[src/rtl/core_pkg.sv]
// Shared core constants and the writeback request record used by pipeline writeback stages.
package core_pkg;
  localparam int XLEN      = 32;
  localparam int NREGS     = 32;
  localparam int REG_IDX_W = $clog2(NREGS);

  // 'reg' is a keyword, so the destination index field is named wreg.
  typedef struct packed {
    logic                 valid;
    logic [REG_IDX_W-1:0] wreg;
    logic [XLEN-1:0]      data;
  } wb_req_t;
endpackage

[src/rtl/wb_scoreboard.sv]
// Per-register busy vector: set on allocation, clear on accepted write, set wins on collision.
// Latency 1 (updates at the next edge); x0 is never busy.
module wb_scoreboard
  import core_pkg::*;
(
  input  logic                 clk,
  input  logic                 reset,
  input  logic                 set_i,
  input  logic [REG_IDX_W-1:0] set_idx_i,
  input  logic                 clr_i,
  input  logic [REG_IDX_W-1:0] clr_idx_i,
  output logic [NREGS-1:0]     busy_o
);

  logic [NREGS-1:0] busy_q;
  logic [NREGS-1:0] busy_d;

  // Clear first so a same-cycle allocation of the same register survives.
  always_comb begin
    busy_d = busy_q;
    if (clr_i) busy_d[clr_idx_i] = 1'b0;
    if (set_i) busy_d[set_idx_i] = 1'b1;
    busy_d[0] = 1'b0;
  end

  always_ff @(posedge clk) begin
    if (!reset) busy_q <= '0;
    else        busy_q <= busy_d;
  end

  assign busy_o = busy_q;

endmodule

[src/rtl/regfile_wb_arbiter.sv]
// Register-file write-port owner: arbitrates ALU (req0) vs load (req1) writeback with starvation guard.
// Commit latency 1; no buffering, back-pressure is carried entirely by the readies.
module regfile_wb_arbiter
  import core_pkg::*;
#(
  parameter int STARVE_LIMIT = 4
) (
  input  logic                 clk,
  input  logic                 reset,
  input  logic                 req0_valid,
  input  logic [REG_IDX_W-1:0] req0_reg,
  input  logic [XLEN-1:0]      req0_data,
  output logic                 req0_ready,
  input  logic                 req1_valid,
  input  logic [REG_IDX_W-1:0] req1_reg,
  input  logic [XLEN-1:0]      req1_data,
  output logic                 req1_ready,
  input  logic                 alloc_valid,
  input  logic [REG_IDX_W-1:0] alloc_reg,
  output logic                 rf_we,
  output logic [REG_IDX_W-1:0] rf_wreg,
  output logic [XLEN-1:0]      rf_wdata,
  output logic [NREGS-1:0]     busy,
  output logic                 starve_force
);

  localparam int CNT_W = $clog2(STARVE_LIMIT + 1);

  logic [CNT_W-1:0]     cnt_q, cnt_d;
  logic                 rf_we_q, rf_we_d;
  logic [REG_IDX_W-1:0] rf_wreg_q;
  logic [XLEN-1:0]      rf_wdata_q;
  logic                 acc0, acc1;
  wb_req_t              win;

  assign starve_force = (cnt_q == CNT_W'(STARVE_LIMIT));
  assign req0_ready   = reset && !(starve_force && req1_valid);
  assign req1_ready   = reset && (!req0_valid || starve_force);
  assign acc0         = req0_valid && req0_ready;
  assign acc1         = req1_valid && req1_ready;

  always_comb begin
    win = '0;
    if (acc0) begin
      win.valid = 1'b1;
      win.wreg  = req0_reg;
      win.data  = req0_data;
    end else if (acc1) begin
      win.valid = 1'b1;
      win.wreg  = req1_reg;
      win.data  = req1_data;
    end
  end

  // Writes to x0 complete the handshake but never reach the register file.
  assign rf_we_d = win.valid && (win.wreg != '0);

  always_comb begin
    cnt_d = cnt_q;
    if (!req1_valid || acc1)                cnt_d = '0;
    else if (cnt_q != CNT_W'(STARVE_LIMIT)) cnt_d = cnt_q + CNT_W'(1);
  end

  always_ff @(posedge clk) begin
    if (!reset) begin
      rf_we_q    <= 1'b0;
      rf_wreg_q  <= '0;
      rf_wdata_q <= '0;
      cnt_q      <= '0;
    end else begin
      rf_we_q <= rf_we_d;
      cnt_q   <= cnt_d;
      if (win.valid) begin
        rf_wreg_q  <= win.wreg;
        rf_wdata_q <= win.data;
      end
    end
  end

  assign rf_we    = rf_we_q;
  assign rf_wreg  = rf_wreg_q;
  assign rf_wdata = rf_wdata_q;

  wb_scoreboard u_scoreboard (
    .clk       (clk),
    .reset     (reset),
    .set_i     (alloc_valid && (alloc_reg != '0)),
    .set_idx_i (alloc_reg),
    .clr_i     (win.valid),
    .clr_idx_i (win.wreg),
    .busy_o    (busy)
  );

endmodule

[config.mk]
export PLATFORM = sky130hd
export DESIGN_NAME = regfile_wb_arbiter
export DESIGN_NICKNAME = d
export VERILOG_FILES = /design/src/rtl/core_pkg.sv /design/src/rtl/wb_scoreboard.sv /design/src/rtl/regfile_wb_arbiter.sv
export SDC_FILE = /design/constraint.sdc
export NUM_CORES = 1
export LEC_CHECK = 0
export BUFFER_PORTS_ARGS = -buffer_cell sky130_fd_sc_hd__buf_2
export CORE_MARGIN = 1.5
export CORE_UTILIZATION = 25
export CTS_BUF_LIST = sky130_fd_sc_hd__clkbuf_4 sky130_fd_sc_hd__clkbuf_8
export DETAILED_ROUTE_END_ITERATION = 12
export PLACE_DENSITY = 0.48
export SYNTH_ARGS = -nofsm -noshare
export SYNTH_HDL_FRONTEND = slang
export SYNTH_HIERARCHICAL = 1
export SYNTH_SLANG_ARGS = --single-unit
export TNS_END_PERCENT = 5
[constraint.sdc]
create_clock -name clk -period 3.1 [get_ports clk]
set_clock_uncertainty 0.1 [all_clocks]
set_input_delay 0.465 -clock clk [delete_from_list [all_inputs] [get_ports clk]]
set_output_delay 0.465 -clock clk [all_outputs]
set_load 0.02 [all_outputs]
==> results.md <==
- Routed Antenna Nets: 0
- Die Ht: 121 um
- CP Buf/Inv Count: 3
- Skew-Pair Late Insertion Delay: 350 ps
- Post-route DRC: 0
- Crit path arrival time: 2130 ps
- Met2 usage: 25.2%
- Post-synth top area cell: dfxtp_1
- Tmin final: about 2700 ps
- CP cell instances: inv_1 > ha_1 > a21bo_1 > buf_4 > and2_1 > buf_2
- Crit start category: register
- Most frequent cells in the layout: buf_2, dfxtp_1, a32oi_1, o21ai_0, nand2_1
- Critical path required time: around 2500 ps
- Total gr overflow: 0
- RSZ-0062 raised after global routing: no
- CTS tree: done
- Worst setup margin: 409 ps
- Slowest stage delay, CP: 400 ps
- H-tree Lvls: 3
- Unique masters post-synth: 42
- Total Power: 2.20 mW
- Fillers: 1461
- Area Overhead vs Synth: 31.1%
- # resized after CTS: 0
- DP Worst Slack: 530 ps
- Critical path's top delay family: buffers and inverters
- Clk Tree Root Cell: clkbuf_8
- Leakage Power: just under 2 nW
- Yosys warning count: 6
- Clock Sinks: 72
- M3 GR Usage: 7.22%
- Crit path max fanout: 27
- Final std cells w/o fill: 694
- Sequential fraction of design power: 44.8%
- Period Utilization, post-route: 86.8%
- Site Rows: 42
- Worst Max-Slew Pin Slew: 767 ps
- Peak Freq: around 370 MHz
- Gate power share: roughly 16%
- Critical path class: reg2out
- Pwr Density: 486 mW/mm2
- Mapped Area: 0.00345 mm2
- Net Sw Frac: 27.5%
- Seq/Total Area, Yosys: a little over two fifths
- Post CTS Setup Buffer Count: 0
- Slew HR: around 50%
- Chip Width: 121 um
- Worst vdd ir: roughly 210 uV
- Ranking of synthesized cells by area: dfxtp_1, a32oi_1, a32o_1
- Status: finished, final reports clean
- Net Sw Power: 606 uW
- Share of cells above drive strength 1: 36.5%
- Grt peak-use layer: met2
- Post-synth EDFFs: 0
- Clock transition at path regs: 80 ps
- Initial Utilization: about a quarter
- Synth top area share: 41.7%
- Clock share of power: slightly below 40%
- Initial antenna violation count: 1
- Routed WL: roughly 12000 um
- Vias after detailed routing: 3594
- Clock Path Buffers: 2
- Dpl cell area: 0.00430 mm2
- Placed insts: 678
- Most common cell after layout, fill and taps aside: buf_2
- N_diodes: 0
- Fin. Hold Viols: 0
- Core area: 0.0133 mm2
- Worst hold path class: in2reg
- Nets: 599
- Met1 usage: 20.6%
- 1st-pass router iterations: 4
- Slowest CP cell: a21bo_1
- IO Port Bufs: 155
- Syn Nets: 458
- Vias per cell: 5.18
- # hold bufs at CTS: 0
- Routability cong.: 0.755
- Num CTS Buffers: 9
- Flop2flop setup slack: 520 ps
- Setup crit end kind: output pin
- Wirelength per Cell: approximately 17 um
- Yosys reg bits: 72
- GRT Total Usage: 16.3%
- Async set or reset register ratio after synthesis: 0%
- Max-slew violation count: 0
- First-pass GRT wire length: 18400 um
- Synth Flop Type: dfxtp_1
- Max_cap viols: 0
- Finish-stage setup viols: 0
- IO Pins: between 150 and 200
- Syn Inst Count: 372
- Int Pwr: 1.60 mW
- Largest net degree at the start of global routing: 46
- TNS Setup: 0 ps
- Die ar.: 0.0145 mm2
- Vias in the first global route: ~3500
- Syn avg cell area: 9.28 um2
- Post-Layout Inst Area: 0.00453 mm2
- Detailed-placement wirelength estimate: 8530 um
- 1st-iter DRT viols: approximately 250
-- through the flow --
step / hold slack [ps] / util [%]
after floorplan: 329 / -
after global placement: 344 / 32.2
after detailed placement: 355 / 32.2
after CTS: 240 / 33.9
after global routing: 252 / 33.9
final: 264 / 33.9
-- Yosys cell counts (all sizes together) (3+ instances only) --
cell    instances
nor2            4
o21ai          34
buf            24
a32oi          32
inv             5
dfxtp          72
or3             3
or2             5
nand2          21
a32o           15
nor3            5
nand3b          8
o31a            4
a21oi          17
a21boi         16
nor3b           8
and3           12
nand3          20
clkbuf          9
o211ai         18
o31ai          17
and2            8
or4             3
-- layer usage --
layer	part of all wire, %	up-vias
met3	10	12
met4	1.2	2
met5	0.11	-
met1	44	1704
li1	-	1736
met2	45	140
-- flip-flops by register name, summed over array words and instances, names as in the netlist --
name and count:
u_scoreboard/busy_o 31, cnt_q 3, rf_wreg 5, rf_wdata 32, rf_we 1
-- worst paths after layout --
| path | start | end | depth (start not counted) |
|---|---|---|---|
| worst max-delay path | cnt_q[0] | req1_ready | 6 |
| worst min-delay path | req1_data[14] | rf_wdata[14] | 3 |
| worst max register to register | cnt_q[0] | u_scoreboard/busy_o[8] | 8 |
| worst min register to register | cnt_q[0] | cnt_q[0] | 1 |
-- layout make-up --
cell class / instances / area [um2] / area share, %
clock buffer: 11 / 151 / 3.35
timing repair buffer: 163 / 836 / 18.5
tap: 176 / 220 / 4.87
sequential: 72 / 1440 / 31.8
multi-input combinational: 262 / 1780 / 39.3
inverter: 5 / 18.8 / 0.415
clock inverter: 5 / 78.8 / 1.74
-- cells by family (layout without fill, tap and decap cells) --
logic type               Yosys count  in the layout  share of synthesized area [%]
AO/OA/AOI/OAI                    156            156                           32.9
flip-flops                        72             72                           41.7
buffers and inverters             38            184                           6.85
AND/OR/NAND/NOR                  102            102                           17.4
other                              1              1                          0.109
adder cells (fa/ha/maj)            2              2                          0.725
multiplexers                       1              1                          0.290
-- power groups by stage --
stage / registers [mW] / clock network, mW / logic, mW
finish: 0.986 / 0.868 / 0.348
global route: 0.991 / 0.944 / 0.382
CTS: 0.986 / 0.907 / 0.351
detailed placement: 1.01 / 0 / 0.350
global placement: 1.01 / 0 / 0.346
floorplan: 1.06 / 0 / 0.161
-- tightest hold or removal path, stage by stage --
cell and delay (ps):
buf_2 100, nand3_1 50, a21boi_0 70
(Power assumes the default switching activity.)
